[config.mk]
export PLATFORM = sky130hd
export DESIGN_NAME = uart_tx_buffer
export DESIGN_NICKNAME = d
export VERILOG_FILES = /design/src/rtl/uart_pkg.sv /design/src/rtl/byte_fifo.sv /design/src/rtl/uart_tx_buffer.sv
export SDC_FILE = /design/constraint.sdc
export NUM_CORES = 1
export LEC_CHECK = 0
export CORE_ASPECT_RATIO = 1.2
export CORE_UTILIZATION = 45
export CTS_BUF_LIST = sky130_fd_sc_hd__clkbuf_4 sky130_fd_sc_hd__clkbuf_8 sky130_fd_sc_hd__clkbuf_16
export DETAILED_ROUTE_END_ITERATION = 16
export GPL_ROUTABILITY_DRIVEN = 0
export PLACE_DENSITY = 0.73
export SYNTH_ARGS = -nofsm -noshare
export SYNTH_HDL_FRONTEND = slang
export SYNTH_HIERARCHICAL = 1
export SYNTH_SLANG_ARGS = --single-unit
export TNS_END_PERCENT = 10
[constraint.sdc]
create_clock -name clk -period 4.8 [get_ports clk]
set_clock_uncertainty 0.2 [all_clocks]
set_input_delay 0.72 -clock clk [delete_from_list [all_inputs] [get_ports clk]]
set_output_delay 0.72 -clock clk [all_outputs]
set_load 0.03 [all_outputs]
[src/rtl/uart_pkg.sv]
// Shared types for the UART transmit path.
package uart_pkg;

  localparam int unsigned BYTE_W = 8;

  typedef logic [BYTE_W-1:0] byte_t;

  typedef enum logic [1:0] {
    IDLE,
    WAIT_BUSY,
    WAIT_DONE
  } txbuf_state_t;

endpackage

[src/rtl/byte_fifo.sv]
// Byte-wide circular FIFO with occupancy count and sticky overflow flag.
// Pointers carry one extra wrap bit so full and empty are distinguishable.
module byte_fifo
  import uart_pkg::*;
#(
  parameter int unsigned DEPTH = 16,
  localparam int unsigned ADDR_W = $clog2(DEPTH)
) (
  input  logic          clk,
  input  logic          rst,
  input  byte_t         wr_data,
  input  logic          wr_en,
  input  logic          rd_en,
  output byte_t         rd_data,
  output logic          full,
  output logic          empty,
  output logic [ADDR_W:0] count,
  output logic          overflow
);

  localparam logic [ADDR_W:0] PtrInc = {{ADDR_W{1'b0}}, 1'b1};

  byte_t           mem [DEPTH];
  logic [ADDR_W:0] wr_ptr_q;
  logic [ADDR_W:0] rd_ptr_q;
  logic            overflow_q;
  logic            push;
  logic            pop;

  // Status is derived purely from registered pointers.
  always_comb begin
    empty = (wr_ptr_q == rd_ptr_q);
    full  = (wr_ptr_q[ADDR_W] != rd_ptr_q[ADDR_W]) &&
            (wr_ptr_q[ADDR_W-1:0] == rd_ptr_q[ADDR_W-1:0]);
    count = wr_ptr_q - rd_ptr_q;
    // A same-cycle pop never frees room for a push: full is pre-edge state.
    push  = wr_en && !full;
    pop   = rd_en && !empty;
  end

  assign rd_data  = mem[rd_ptr_q[ADDR_W-1:0]];
  assign overflow = overflow_q;

  // Storage is intentionally not reset.
  always_ff @(posedge clk) begin
    if (push) begin
      mem[wr_ptr_q[ADDR_W-1:0]] <= wr_data;
    end
  end

  // Pointer and sticky overflow update.
  always_ff @(posedge clk) begin
    if (rst) begin
      wr_ptr_q   <= '0;
      rd_ptr_q   <= '0;
      overflow_q <= 1'b0;
    end else begin
      if (push) begin
        wr_ptr_q <= wr_ptr_q + PtrInc;
      end
      if (pop) begin
        rd_ptr_q <= rd_ptr_q + PtrInc;
      end
      if (wr_en && full) begin
        overflow_q <= 1'b1;
      end
    end
  end

endmodule

[src/rtl/uart_tx_buffer.sv]
// Transmit buffer: absorbs core output bursts in a FIFO and drains it into
// uart_tx one byte per tx_start / tx_busy handshake.
module uart_tx_buffer
  import uart_pkg::*;
#(
  parameter int unsigned DEPTH = 16,
  localparam int unsigned ADDR_W = $clog2(DEPTH)
) (
  input  logic            clk,
  input  logic            rst,
  input  byte_t           wr_data,
  input  logic            wr_en,
  output logic            full,
  output logic [ADDR_W:0] count,
  output logic            overflow,
  output byte_t           txdata,
  output logic            tx_start,
  input  logic            tx_busy
);

  txbuf_state_t state_q;
  byte_t        txdata_q;
  logic         tx_start_q;
  byte_t        fifo_rd_data;
  logic         fifo_empty;
  logic         fifo_rd_en;

  byte_fifo #(
    .DEPTH (DEPTH)
  ) u_fifo (
    .clk      (clk),
    .rst      (rst),
    .wr_data  (wr_data),
    .wr_en    (wr_en),
    .rd_en    (fifo_rd_en),
    .rd_data  (fifo_rd_data),
    .full     (full),
    .empty    (fifo_empty),
    .count    (count),
    .overflow (overflow)
  );

  // Pop exactly when IDLE launches a byte.
  assign fifo_rd_en = (state_q == IDLE) && !fifo_empty;

  // Drain FSM; WAIT_BUSY covers uart_tx's one-cycle registered busy response.
  always_ff @(posedge clk) begin
    if (rst) begin
      state_q    <= IDLE;
      txdata_q   <= '0;
      tx_start_q <= 1'b0;
    end else begin
      unique case (state_q)
        IDLE: begin
          if (!fifo_empty) begin
            txdata_q   <= fifo_rd_data;
            tx_start_q <= 1'b1;
            state_q    <= WAIT_BUSY;
          end else begin
            tx_start_q <= 1'b0;
          end
        end
        WAIT_BUSY: begin
          tx_start_q <= 1'b0;
          if (tx_busy) begin
            state_q <= WAIT_DONE;
          end
        end
        WAIT_DONE: begin
          tx_start_q <= 1'b0;
          if (!tx_busy) begin
            state_q <= IDLE;
          end
        end
        default: begin
          tx_start_q <= 1'b0;
          state_q    <= IDLE;
        end
      endcase
    end
  end

  assign txdata   = txdata_q;
  assign tx_start = tx_start_q;

endmodule

==> impl_metrics.tcl <==
set metrics [dict create \
    multiInputGateArea_um2 1673 \
    syn_area_um2 6176 \
    synthArstFlopShare_pct 0 \
    period_share_pct 75.19 \
    wl_met3_um 636 \
    synthCells 355 \
    seq_area_um2 4367 \
    cts-buffers-inserted 17 \
    vias_per_cell 5.737 \
    pin_count 28 \
    outcome "completed" \
    fmax_ghz 0.2771 \
    yosys-top-cells-area "edfxtp_1, mux4_2, dfxtp_1" \
    synth-edff-count 128 \
    drive_gt1_share_pct 18.55 \
    cts_resized 0 \
    wl_met2_mm 6.646 \
    wl_met1_mm 4.803 \
    fillers 1004 \
    design.core.area_um2 13300 \
    wl_per_cell_um 21.79 \
    cts_buffer_depth 2 \
    yosys-top-cells-count "edfxtp_1, mux4_2, dfxtp_1" \
    finalPower_uw 3735 \
    startpoint_type "flip-flop" \
    initial_utilization_pct 46.45 \
    cp_slowest_cell "clkdlybuf4s50_1" \
    overflow 0 \
    yosys_most_used_dff "edfxtp_1" \
    worst_ep_arrival_time_ps 2690 \
    final_nets 409 \
    crit_family "buffers and inverters" \
    slew_viol_final 0 \
    cpMostUsedCell "inv_1" \
    crit_type "flip-flop to output pin" \
    crit_required_ps 3880 \
    grtUsageTotal_pct 18.99 \
    rsz0062_at_grt "no" \
    die_w_um 108.9 \
    seq_area_frac_synth_pct 70.66 \
    hpwlAfterDp_mm 7.507 \
    htree_levels 4 \
    cts_tree "done" \
    ys_ff_latch 154 \
    critPathMaxStageDelay_ps 690 \
    path_cells "inv_1 -> ha_1 -> inv_1 -> fa_1 -> a21o_1 -> a21oi_1 -> xnor2_1 -> clkdlybuf4s50_1" \
    drt_iter0_markers 219 \
    dieArea_um2 14200 \
    antenna_found_initial 0 \
    routed_wirelength_mm 12.36 \
    cp_max_fo 4 \
    ir_worst_vdd_mv 0.2919 \
    place_inst 536 \
    cts_setup_buffers 0 \
    synth_warnings 6 \
    drc 0 \
    yosys.area.top_type_share_pct 62.24 \
    dr.pass1.iters 4 \
    dieHeight_um 130.3 \
    powerDensity_nw_per_um2 516.1 \
    setup-tns-final_ps 0 \
    synth_area_per_cell_um2 17.40 \
    layout_min_cycle_time_ps 3609 \
    end_kind "output pin" \
    slew_headroom_pct 29.01 \
    path_buf_inv 3 \
    finalHoldViolations 0 \
    clk_latency_ps 420 \
    num_vias 3253 \
    clkSinkCount 154 \
    top_layer "met4" \
    ant_nets 0 \
    synth_area_leader_cell "edfxtp_1" \
    cts_root_buf "clkbuf_16" \
    portBuffers 27 \
    worst_slew_pin_slew_ps 1061 \
    syn2layout_area_growth_pct 17.18 \
    fin_cells 567 \
    finalSetupViolCount 0 \
    max_cap_viol_count 0 \
    cts.clk_slew.worst_paths_ps 50 \
    worstHoldPathType "flip-flop to flip-flop" \
    grt_pass1_vias 3243 \
    num_rows 46 \
    cts_hold_buf 0 \
    synth.most_common_cell "edfxtp_1" \
    ys_types 40 \
    syn_nets 377 \
    grt_pass1_wl_mm 18.73 \
    n_antenna_cell 0 \
    power.static_leakage_uw 0.002328 \
    grt_max_degree 33 \
]
[metrics by stage]
step / setup WS (ps) / util [%] / hold WS [ps] / area (µm²)
after floorplan: 2199 / - / 286.9 / 6176
after global placement: 1654 / 49.60 / 255.4 / 6595
after detailed placement: 1627 / 49.60 / 263.8 / 6595
after CTS: 1185 / 54.43 / 277.1 / 7237
after global routing: 1050 / 54.43 / 295.9 / 7237
final: 1191 / 54.43 / 270.2 / 7237
[flip-flops by register name, summed over array words and instances, names as in the netlist, named ones only]
name             count
u_fifo/overflow      1
txdata               8
u_fifo/mem         128
state_q              2
tx_start             1
u_fifo/rd_ptr_q      5
u_fifo/wr_ptr_q      5
[path summary, 6_finish.rpt]
check                startpoint  slack, ps               end  cells past startpoint
max          u_fifo/wr_ptr_q[0]       1190          count[4]                      8
min             u_fifo/overflow        270   u_fifo/overflow                      2
max reg2reg  u_fifo/wr_ptr_q[3]       1810  u_fifo/mem[6][5]                      5
min reg2reg     u_fifo/overflow        270   u_fifo/overflow                      2
[area by class of cell]
class                      instances  share of cell area [%]
clock buffer                      20                   6.189
clock inverter                    11                   2.680
inverter                           8                  0.4149
multi-input combinational        173                   23.12
sequential                       154                   60.34
tap                              168                   2.905
timing repair buffer              33                   4.357
[layout by cell type (no fill, tap or decap), types with 2 or more instances in the layout]
cell type          n
a22oi_1           16
clkbuf_16         17
o21ai_0            2
inv_1              8
nand2_1           13
nand3_1            5
o31ai_1            8
a21oi_1           15
clkdlybuf4s50_1   27
nor3_1             5
buf_4              6
nand2b_1           2
edfxtp_1         128
xor2_1             4
xnor2_1            8
nor2b_1            3
clkinvlp_4         3
dfxtp_2            2
clkbuf_4           3
a21o_1             2
or4b_1             8
ha_1               9
mux4_2            32
nor2_1            25
bufinv_16          5
dfxtp_1           24
[worst reg2reg max path: cells and delay by family (launching register included)]
kind          cells  cell delay (ps)
flops             1              520
fa+ha+maj         1              340
simple gates      4             1540
[routing by layer]
layer	up-vias	track usage, %
met1	1670	22.51
met5	-	0
li1	1475	-
met4	0	7.631
met2	87	32.78
met3	21	4.995
[cell families after synthesis]
family | synth area share, %
compound gates | 5.450
xor+xnor | 1.965
fa+ha+maj | 2.148
buf+inv | 2.249
flops | 70.66
mux | 11.83
simple gates | 5.693
[power by group]
part / total (µW) / internal (µW) / switching, µW
logic: 681 / 344 / 337
clock network: 1430 / 937 / 497
registers: 1620 / 1510 / 114
No activity file was read; power rests on OpenSTA's default activity.
==> variant: new RTL, same settings <==
The package constant `BYTE_W` goes from 8 to 10.
--- a/src/rtl/uart_pkg.sv
+++ b/src/rtl/uart_pkg.sv
@@ -1,7 +1,7 @@
 // Shared types for the UART transmit path.
 package uart_pkg;
 
-  localparam int unsigned BYTE_W = 8;
+  localparam int unsigned BYTE_W = 10;
 
   typedef logic [BYTE_W-1:0] byte_t;
 
Interface: changed (resized txdata and wr_data); port bits go from 28 to 32. No check against the original RTL was run, so the function may have changed too.
==> variant against the unedited design <==
Routed wire length up 13%. Non-clock buffer count increased by 10. Total power up 11%. Synthesized area increased by 21%. Count of clock-buffer cells in the layout decreased by 1. Die area increased by 20%. Cell area is 19% higher. Worst setup slack worse by 0.037 ns. Clock power down 4%. Sequential cell count is 34 higher.
==> variant: results (changes against the unedited design) <==
[global_routing]
grt_usage_pct=17.9  ; -1.1 points
grt_use_met3_pct=3.63  ; -1.4 points
grt_max_degree=29  ; -12%
grt_first_pass_wirelength_mm=22.0  ; +17%
antenna_found_initial=0  ; unchanged
grtUsageMet1_pct=22.4  ; -0.16 points
grt_pass1_vias=3914  ; +21%
use_met2_pct=30.0  ; -2.8 points

[clocking]
hold_buffers=0  ; unchanged
numCtsBuffers=17  ; unchanged
root_buffer=clkbuf_16
post_cts_buffers=0  ; unchanged
cts_buffer_depth=2  ; unchanged
cts_resized=0  ; unchanged
cts_max_level=4  ; unchanged

[logic_synthesis]
ys_seq_area_share_pct=71.9  ; +1.3 points
synth_commonest_cells=160 x edfxtp_1, 40 x mux4_2, 28 x dfxtp_1
syn_avg_cell_area_um2=18.1  ; +4.0%
synth_nets=436  ; +16%
synth.area.top_cells=edfxtp_1 64%, mux4_2 12%, dfxtp_1 7.5%
ys_warn_count=6  ; unchanged
synth_edf_count=160  ; +25%
yosysUniqueCellTypes=40  ; unchanged
synth_top_flop_cell=edfxtp_1
async_reset_ff_share_pct=0  ; unchanged

[critical_path]
crit_arrival_ns=2.73  ; +0.04 ns
reg2reg_to=u_fifo/mem[8][0]$_DFFE_PP_
worstSetupStartpoint=u_fifo/wr_ptr_q[0]$_SDFFE_PP0P_
r2r-start=u_fifo/wr_ptr_q[2]$_SDFFE_PP0P_
timing.reg2reg.worst_path_depth=5  ; unchanged
endpoint=count[4]
rrSetupSlack_ns=1.80
worstPathMaxFanout=4  ; unchanged

[routing]
dr.pass1.iters=4  ; unchanged
wire_per_inst_um=20.6  ; -5.4%
vias_per_cell=5.61  ; -2.2%
wl_mm=13.9  ; +13%
drt_iter0_drc=349  ; +59%

[finish]
drive_above_1_share_pct=19.2  ; +0.63 points
fin_nets=475  ; +16%
largest_reg_flops=160  ; +25%
diodes=0  ; unchanged
n_fill_cell=1284  ; +28%
utilization_pct=53.0  ; -1.5 points

[timing]
fin_crit_sh_pct=76.0  ; +0.78 points
worstMarginPinSlew_ns=1.02  ; -0.0417 ns
whs_ns=0.271  ; +0.000377 ns

[hold_path]
min_path_type=reg -> reg
whs_endpoint=txdata[0]$_SDFFE_PP0P_
min-delay-start=txdata[0]$_SDFFE_PP0P_
whs_path_depth=2  ; unchanged

[status]
outcome=finished clean

[placement]
io_buffers=31  ; +15%
place_inst=644  ; +20%
dpl-instance-area_um2=8000  ; +21%
place_hpwl_mm=9.01  ; +20%
pre_cts_slack_ns=1.58  ; -0.0458 ns

[pwr]
p_leak_uw=0.00271  ; +17%
peakVddDrop_mv=0.236  ; -19%

variant: cell types whose count changed in the layout (fill, tap and decap cells not counted), sizes merged, moves of 3 or more:
cell,delta
edfxtp,+32
mux4,+8
buf,+6
a22oi,+4
clkdlybuf4s50,+4
bufinv,-3
variant: area by class of cell:
cell class | count | share of cell area (%)
Sequential cell | 188 | 62.5
Clock inverter | 13 | 1.66
Tap cell | 212 | 3.09
Timing Repair Buffer | 43 | 4.66
Clock buffer | 19 | 5.13
Inverter | 8 | 0.350
Multi-Input combinational cell | 193 | 22.6
variant: kinds of logic (layout without fill, tap and decap cells):
group                    count (synthesis)  count (layout)  synth area share [%]
AO/OA/AOI/OAI                           57              57                  5.25
flip-flops                             188             188                  71.9
AND/OR/NAND/NOR                         72              72                  5.08
adder cells (fa/ha/maj)                 10              10                  1.78
multiplexers                            41              41                  12.2
buffers and inverters                   31              83                  2.10
XOR/XNOR                                13              13                  1.63
variant: where the power goes:
group | switching (uW) | leakage (uW) | total [uW] | internal, uW
Sequential | 123 | 0.00167 | 1960 | 1840
Clock | 586 | 0.000271 | 1370 | 780
Combinational | 399 | 0.000769 | 816 | 417
variant: worst max-delay path, stage by stage (launching register included):
cell and delay [ns]:
dfxtp_1 0.34, inv_1 0.14, ha_1 0.17, inv_1 0.06, fa_1 0.40, a21o_1 0.20
a21oi_1 0.17, xnor2_1 0.14, clkdlybuf4s50_1 0.68
variant: metal layers:
layer,part of all wire [%],wire [um]
met3,4.2,584
met5,0,0
met4,2.3,319
met1,42,5840
met2,52,7190
